File: src/rtl/fetch_unit.sv
// Instruction fetch stage.
// Issues one word-aligned request per instruction over a req/gnt + rvalid
// handshake, holds the returned word for decode, and pulses pc_en when
// decode takes it. A flush abandons whatever fetch or buffered word is in
// flight. An outstanding response is always drained before the next
// request goes out. A misaligned pc or a missing response latches err
// until reset.
module fetch_unit #(
    parameter int TIMEOUT = 255,
    parameter int CNT_W   = 16
) (
    input  logic             clk,
    input  logic             rstd,
    input  logic [31:0]      pc,
    input  logic             flush,
    output logic             imem_req,
    output logic [31:0]      imem_addr,
    input  logic             imem_gnt,
    input  logic             imem_rvalid,
    input  logic [31:0]      imem_rdata,
    output logic [31:0]      ins,
    output logic             ins_valid,
    input  logic             ins_ready,
    output logic             pc_en,
    output logic             err,
    output logic [CNT_W-1:0] fetch_count
);

    typedef enum logic [2:0] {
        S_IDLE,
        S_REQ,
        S_WAIT,
        S_DRAIN,
        S_HOLD,
        S_ERR
    } state_t;

    localparam logic [7:0]       TIMER_LAST = 8'(TIMEOUT - 1);
    localparam logic [7:0]       TIMER_ONE  = 8'd1;
    localparam logic [CNT_W-1:0] CNT_ONE    = {{(CNT_W-1){1'b0}}, 1'b1};

    state_t     state;
    logic [7:0] timer;
    logic       timed_out;

    // Response wait has run its full budget; >= keeps a flush at the last
    // WAIT cycle from pushing the timer past the limit in DRAIN.
    assign timed_out = (timer >= TIMER_LAST);

    // Writeback advances pc exactly on the edge where decode takes the word.
    assign pc_en = ins_valid & ins_ready & ~flush;

    // Fetch sequencer: request, await data, buffer it, hand it to decode.
    always_ff @(posedge clk) begin
        if (rstd) begin
            state       <= S_IDLE;
            imem_req    <= 1'b0;
            imem_addr   <= 32'h0;
            ins         <= 32'h0;
            ins_valid   <= 1'b0;
            err         <= 1'b0;
            fetch_count <= '0;
            timer       <= 8'h0;
        end else begin
            case (state)
                S_IDLE: begin
                    if (pc[1:0] != 2'b00) begin
                        err   <= 1'b1;
                        state <= S_ERR;
                    end else begin
                        imem_addr <= pc;
                        imem_req  <= 1'b1;
                        state     <= S_REQ;
                    end
                end
                S_REQ: begin
                    // A grant coinciding with flush still owes us a response.
                    if (imem_gnt) begin
                        imem_req <= 1'b0;
                        timer    <= 8'h0;
                        state    <= flush ? S_DRAIN : S_WAIT;
                    end else if (flush) begin
                        imem_req <= 1'b0;
                        state    <= S_IDLE;
                    end
                end
                S_WAIT: begin
                    if (imem_rvalid) begin
                        if (flush) begin
                            state <= S_IDLE;
                        end else begin
                            ins         <= imem_rdata;
                            ins_valid   <= 1'b1;
                            fetch_count <= fetch_count + CNT_ONE;
                            state       <= S_HOLD;
                        end
                    end else if (timed_out) begin
                        err   <= 1'b1;
                        state <= S_ERR;
                    end else begin
                        timer <= timer + TIMER_ONE;
                        if (flush) begin
                            state <= S_DRAIN;
                        end
                    end
                end
                S_DRAIN: begin
                    if (imem_rvalid) begin
                        state <= S_IDLE;
                    end else if (timed_out) begin
                        err   <= 1'b1;
                        state <= S_ERR;
                    end else begin
                        timer <= timer + TIMER_ONE;
                    end
                end
                S_HOLD: begin
                    if (flush || ins_ready) begin
                        ins_valid <= 1'b0;
                        state     <= S_IDLE;
                    end
                end
                S_ERR: begin
                    imem_req  <= 1'b0;
                    ins_valid <= 1'b0;
                    err       <= 1'b1;
                end
                default: begin
                    state <= S_IDLE;
                end
            endcase
        end
    end

endmodule
File: config.mk
export PLATFORM = sky130hd
export DESIGN_NAME = fetch_unit
export DESIGN_NICKNAME = d
export VERILOG_FILES = /design/src/rtl/fetch_unit.sv
export SDC_FILE = /design/constraint.sdc
export NUM_CORES = 1
export LEC_CHECK = 0
export CORE_MARGIN = 2
export CORE_UTILIZATION = 46
export CTS_CLUSTER_DIAMETER = 30
export DETAILED_ROUTE_END_ITERATION = 6
export HOLD_SLACK_MARGIN = 0.1
export PLACE_DENSITY_LB_ADDON = 0.1
export REMOVE_ABC_BUFFERS = 1
export SYNTH_ARGS = -nofsm -noshare
export SYNTH_HDL_FRONTEND = slang
export SYNTH_SLANG_ARGS = --single-unit
File: constraint.sdc
create_clock -name clk -period 4.84 [get_ports clk]
set_input_delay 1.21 -clock clk [delete_from_list [all_inputs] [get_ports clk]]
set_output_delay 1.21 -clock clk [all_outputs]
set_load 0.01 [all_outputs]
==> results of run 1 <==
## cell families after synthesis
| group | count (synthesis) |
|---|---|
| xor+xnor | 4 |
| fa+ha+maj | 3 |
| simple gates | 213 |
| buf+inv | 35 |
| mux | 3 |
| flops | 94 |
| compound gates | 114 |
## worst max-delay path, stage by stage
cell and delay, ns:
clkdlybuf4s50_1 0.56, and3b_1 0.27, clkdlybuf4s50_1 0.54
## cells in the final DEF (no fill, tap or decap), drive strengths merged, types with 4 or more instances in the layout
cell type	n
buf	5
o21ai	10
clkbuf	10
nor3	4
clkdlybuf4s50	152
nand4	9
o31ai	6
nand3	12
a21oi	82
nor2	12
nand2	139
or4	6
and2	4
or3	6
and3	4
dfxtp	94
inv	6
a2111o	4
## flip-flops by register name, indices dropped and copies added, names as in the netlist
name	cells
err	1
state	3
imem_req	1
ins	32
ins_valid	1
imem_addr	32
fetch_count	16
timer	8
## area by class of cell
type                       count  share of cell area [%]
clock buffer                  10                    2.31
clock inverter                 6                   0.838
inverter                       4                   0.272
multi-input combinational    337                    32.0
sequential                    94                    34.1
tap                          105                    2.38
timing repair buffer         157                    28.2
## metrics by stage
stage / hold slack, ns / utilization [%] / cell area (um^2) / setup WS [ns]
4_1_cts: 0.459 / 68.3 / 5530 / 1.07
5_1_grt: 0.477 / 68.3 / 5530 / 1.01
3_5_place_dp: 0.447 / 66.1 / 5350 / 1.07
2_1_floorplan: 0.458 / - / 3660 / 0.838
3_3_place_gp: 0.441 / 66.1 / 5350 / 1.10
6_report: 0.458 / 68.3 / 5530 / 1.06
## worst paths after layout
path / slack (ns) / endpoint / startpoint / depth (start not counted)
worst min-delay path: 0.46 / ins[8] / ins[8] / 2
worst min register to register: 0.46 / ins[8] / ins[8] / 2
worst max-delay path: 1.06 / pc_en / flush / 3
worst max register to register: 2.63 / ins[26] / state[2] / 4
## power by group through the flow
| stage | clock network [mW] | logic [mW] | registers [mW] |
|---|---|---|---|
| global route | 0.515 | 0.306 | 0.844 |
| global placement | 0 | 0.273 | 0.855 |
| detailed placement | 0 | 0.277 | 0.857 |
| finish | 0.472 | 0.278 | 0.839 |
| floorplan | 0 | 0.110 | 0.864 |
| CTS | 0.480 | 0.278 | 0.838 |
## routing by layer
layer | track usage (%) | share of wire, %
met1 | 27.5 | 43
met2 | 36.6 | 47
met3 | 6.94 | 8.6
met4 | 7.85 | 1.4
met5 | 0 | 0
==> flow_metrics.tcl, run 1 <==
set metrics [dict create \
    max_cap_violations 0 \
    clockPowerShare_pct 29.7 \
    synth_top_area_share_pct 49.5 \
    via_per_inst 5.17 \
    multiInputGateArea_um2 1770 \
    syn_inst 466 \
    drc 0 \
    async_reset_ff_share_pct 0 \
    routed_wl_mm 10.1 \
    comb_power_share_pct 17.5 \
    synth.area.top_cells "dfxtp_1 50%, nand2_1 14%, a21oi_1 11%" \
    arrival_ns 2.57 \
    synth_edf_count 0 \
    first_pass_iters 4 \
    skew_ns 0.0107 \
    worstMarginPinSlew_ns 1.11 \
    synth_top_family_by_area "simple AND/OR/NAND/NOR gates" \
    yosys_warnings 0 \
    powerDensity_nw_per_um2 287 \
    ios 154 \
    overflow 0 \
    synthSimpleGateAreaFrac_pct 26.4 \
    ir_drop_uv 177 \
    seqCellArea_um2 1880 \
    fillerInstances 687 \
    cts_sinks 94 \
    clockRootBuffer "clkbuf_8" \
    initial_core_util_pct 47.0 \
    synthAdderAreaFrac_pct 0.987 \
    synth.most_common_cell "nand2_1" \
    synth.distinct_cells 48 \
    timing_hold_violations_final 0 \
    grt_pass1_wl_mm 15.8 \
    maxSlewHeadroom_pct 25.6 \
    drive_gt1_share_pct 5.26 \
    synthesis.area_um2 3800 \
    dp_cells 697 \
    vias 3684 \
    numCtsBuffers 9 \
    synth_largest_area_cell "dfxtp_1" \
    cp-end-kind "output pin" \
    rsz0062_at_grt "no" \
    holdBufCountCts 0 \
    grt_pass1_vias 3286 \
    place.gp.congestion 0.834 \
    synthTopCellsByCount "139 x nand2_1, 94 x dfxtp_1, 82 x a21oi_1, 17 x clkbuf_1" \
    wl_per_cell_um 14.2 \
    clock_path_buffers 2 \
    synth.avg_cell_area_um2 8.16 \
    drtIter0Drc 140 \
    synth.yosys.seq_area_share_pct 49.5 \
    status "completed" \
    antenna_found_initial 0 \
    synth_mux_area_share_pct 0.889 \
    fin_cells 713 \
    insertion_delay_ns 0.36 \
    setup_violations 0 \
    startpoint_type "input port" \
    synth_compound_area_share_pct 17.1 \
    critical_path_required_ns 3.63 \
    slew_viol_final 0 \
    pwr-share-seq_pct 52.8 \
    die-area_um2 9010 \
    switching_share_pct 28.0 \
    leakage_nw 1.84 \
    synth_flop_cell "dfxtp_1" \
    die_x_um 94.9 \
    clkTransAtPathRegs_ns 0.09 \
    synthXorXnorAreaFrac_pct 0.922 \
    syn2layout_area_growth_pct 45.4 \
    p_switching_mw 0.445 \
    die_h_um 94.9 \
    p_int_mw 1.14 \
    worstSetupPathType "input port to output pin" \
    post_cts_buffers 0 \
    num_antenna_cells 0 \
    rows 33 \
    numPortBuffers 153 \
    cts_tree "done" \
    core_um2 8090 \
    htreeDepth 3 \
    cp_max_fo 10 \
    tns_ns 0 \
    max_freq_mhz 264 \
    finalPower_mw 1.59 \
    synth_seq_cells 94 \
    antenna_left 0 \
    timing.final.crit_share_pct 78.2 \
    grt_max_degree 72 \
    grt_usage_pct 22.3 \
    timing.final.crit_period_ns 3.78 \
    hp-class "register to register" \
    dp_hpwl_mm 7.08 \
    layout.nets 676 \
    post_cts_resized 0 \
]
No activity file was read; power rests on OpenSTA's default activity.
==> run 2: changes to the inputs <==
--- a/config.mk
+++ b/config.mk
@@ -6,7 +6,7 @@
 export NUM_CORES = 1
 export LEC_CHECK = 0
 export CORE_MARGIN = 2
-export CORE_UTILIZATION = 46
+export CORE_UTILIZATION = 43
 export CTS_CLUSTER_DIAMETER = 30
 export DETAILED_ROUTE_END_ITERATION = 6
 export HOLD_SLACK_MARGIN = 0.1
==> constraint.sdc (replaced) <==
create_clock -name clk -period 3.95 [get_ports clk]
set_input_delay 0.9875 -clock clk [delete_from_list [all_inputs] [get_ports clk]]
set_output_delay 0.9875 -clock clk [all_outputs]
set_load 0.01 [all_outputs]
==> run 2 against run 1 <==
Effect of this change: design area increased by 1.4%; largest power group unchanged; die area increased by 6.7%; via count increased by 1.1%; critical path type unchanged.
==> flow_metrics.tcl, run 2 (synthesis results as in run 1) <==
set metrics [dict create \
    finalPower_mw 2.13 \
    initial_core_util_pct 44.0 \
    status "completed" \
    die_x_um 98.0 \
    setup_violations 0 \
    post_cts_buffers 0 \
    drc 0 \
    fillerInstances 754 \
    startpoint_type "input port" \
    maxSlewHeadroom_pct 29.1 \
    syn2layout_area_growth_pct 47.4 \
    insertion_delay_ns 0.35 \
    vias 3723 \
    drive_gt1_share_pct 5.27 \
    max_cap_violations 0 \
    num_antenna_cells 0 \
    rows 34 \
    ir_drop_uv 233 \
    first_pass_iters 4 \
    htreeDepth 3 \
    overflow 0 \
    hp-class "register to register" \
    place.gp.congestion 0.811 \
    fin_cells 715 \
    ios 154 \
    core_um2 8640 \
    drtIter0Drc 166 \
    slew_viol_final 0 \
    cp_max_fo 10 \
    final_cell_mix "152 x clkdlybuf4s50_1, 139 x nand2_1, 94 x dfxtp_1, 82 x a21oi_1" \
    layout.nets 676 \
    timing_hold_violations_final 0 \
    worstSetupPathType "input port to output pin" \
    cts_sinks 94 \
    arrival_ns 2.34 \
    routed_wl_mm 10.1 \
    skew_ns 0.0128 \
    layout_commonest_cell "clkdlybuf4s50_1" \
    numCtsBuffers 9 \
    hold_ws_ns 0.456 \
    grt_pass1_wl_mm 16.9 \
    clockRootBuffer "clkbuf_8" \
    die-area_um2 9610 \
    holdBufCountCts 0 \
    worstMarginPinSlew_ns 1.06 \
    tns_ns 0 \
    grt_max_degree 60 \
    max_freq_mhz 301 \
    cp-end-kind "output pin" \
    timing.final.crit_period_ns 3.32 \
    numPortBuffers 153 \
    die_h_um 98.0 \
    cts_tree "done" \
    timing.final.crit_share_pct 84.1 \
    clkTransAtPathRegs_ns 0.08 \
    post_cts_resized 0 \
    rsz0062_at_grt "no" \
    antenna_left 0 \
    dp_hpwl_mm 7.04 \
    via_per_inst 5.21 \
    clock_path_buffers 2 \
    reg.largest.list "imem_addr: 32 flops, ins: 32 flops, fetch_count: 16 flops" \
    leakage_nw 1.88 \
    critical_path_required_ns 2.96 \
    grt_usage_pct 21.1 \
    wl_per_cell_um 14.1 \
    dp_cells 700 \
    powerDensity_nw_per_um2 381 \
    antenna_found_initial 0 \
    grt_pass1_vias 3486 \
]
run 2: cell count changes in the layout (fill, tap and decap cells not counted), sizes merged:
cell | before | now
bufinv | 0 | 3
inv | 6 | 4
clkinvlp | 2 | 0
run 2: per-layer routing:
layer	GRT usage (%)	routed length [um]	vias to the layer above
li1	-	-	1870
met1	27.8	4520	1698
met2	33.1	4550	133
met3	5.01	743	22
met4	9.40	282	0
met5	0	0	-
run 2: layout make-up:
class / instances / area [um^2] / share of cell area (%)
clock inverters: 5 / 108 / 1.92
clock buffers: 10 / 138 / 2.46
flip-flops and latches: 94 / 1880 / 33.6
well taps: 108 / 135 / 2.41
repair buffers: 157 / 1560 / 27.8
inverters: 4 / 15.0 / 0.268
multi-input cells: 337 / 1770 / 31.6
run 2: worst paths after layout:
kind / start / to / slack, ns / cells after the start
max reg2reg: timer[0] / timer[1] / 1.79 / 6
min: ins[3] / ins[3] / 0.46 / 2
min reg2reg: ins[3] / ins[3] / 0.46 / 2
max: flush / pc_en / 0.63 / 3
run 2: through the flow:
step	instance area, um^2	utilization [%]	setup slack [ns]
floorplan	3660	-	0.171
global placement	5360	62.0	0.660
detailed placement	5360	62.0	0.626
CTS	5600	64.9	0.628
global route	5600	64.9	0.547
finish	5600	64.9	0.626
run 2: worst max-delay path: stages:
cell,delay [ns]
clkdlybuf4s50_1,0.56
and3b_1,0.27
clkdlybuf4s50_1,0.52
run 2: where the power goes:
part / switching, mW / internal (mW)
clock: 0.329 / 0.437
combinational: 0.161 / 0.178
sequential: 0.0409 / 0.988
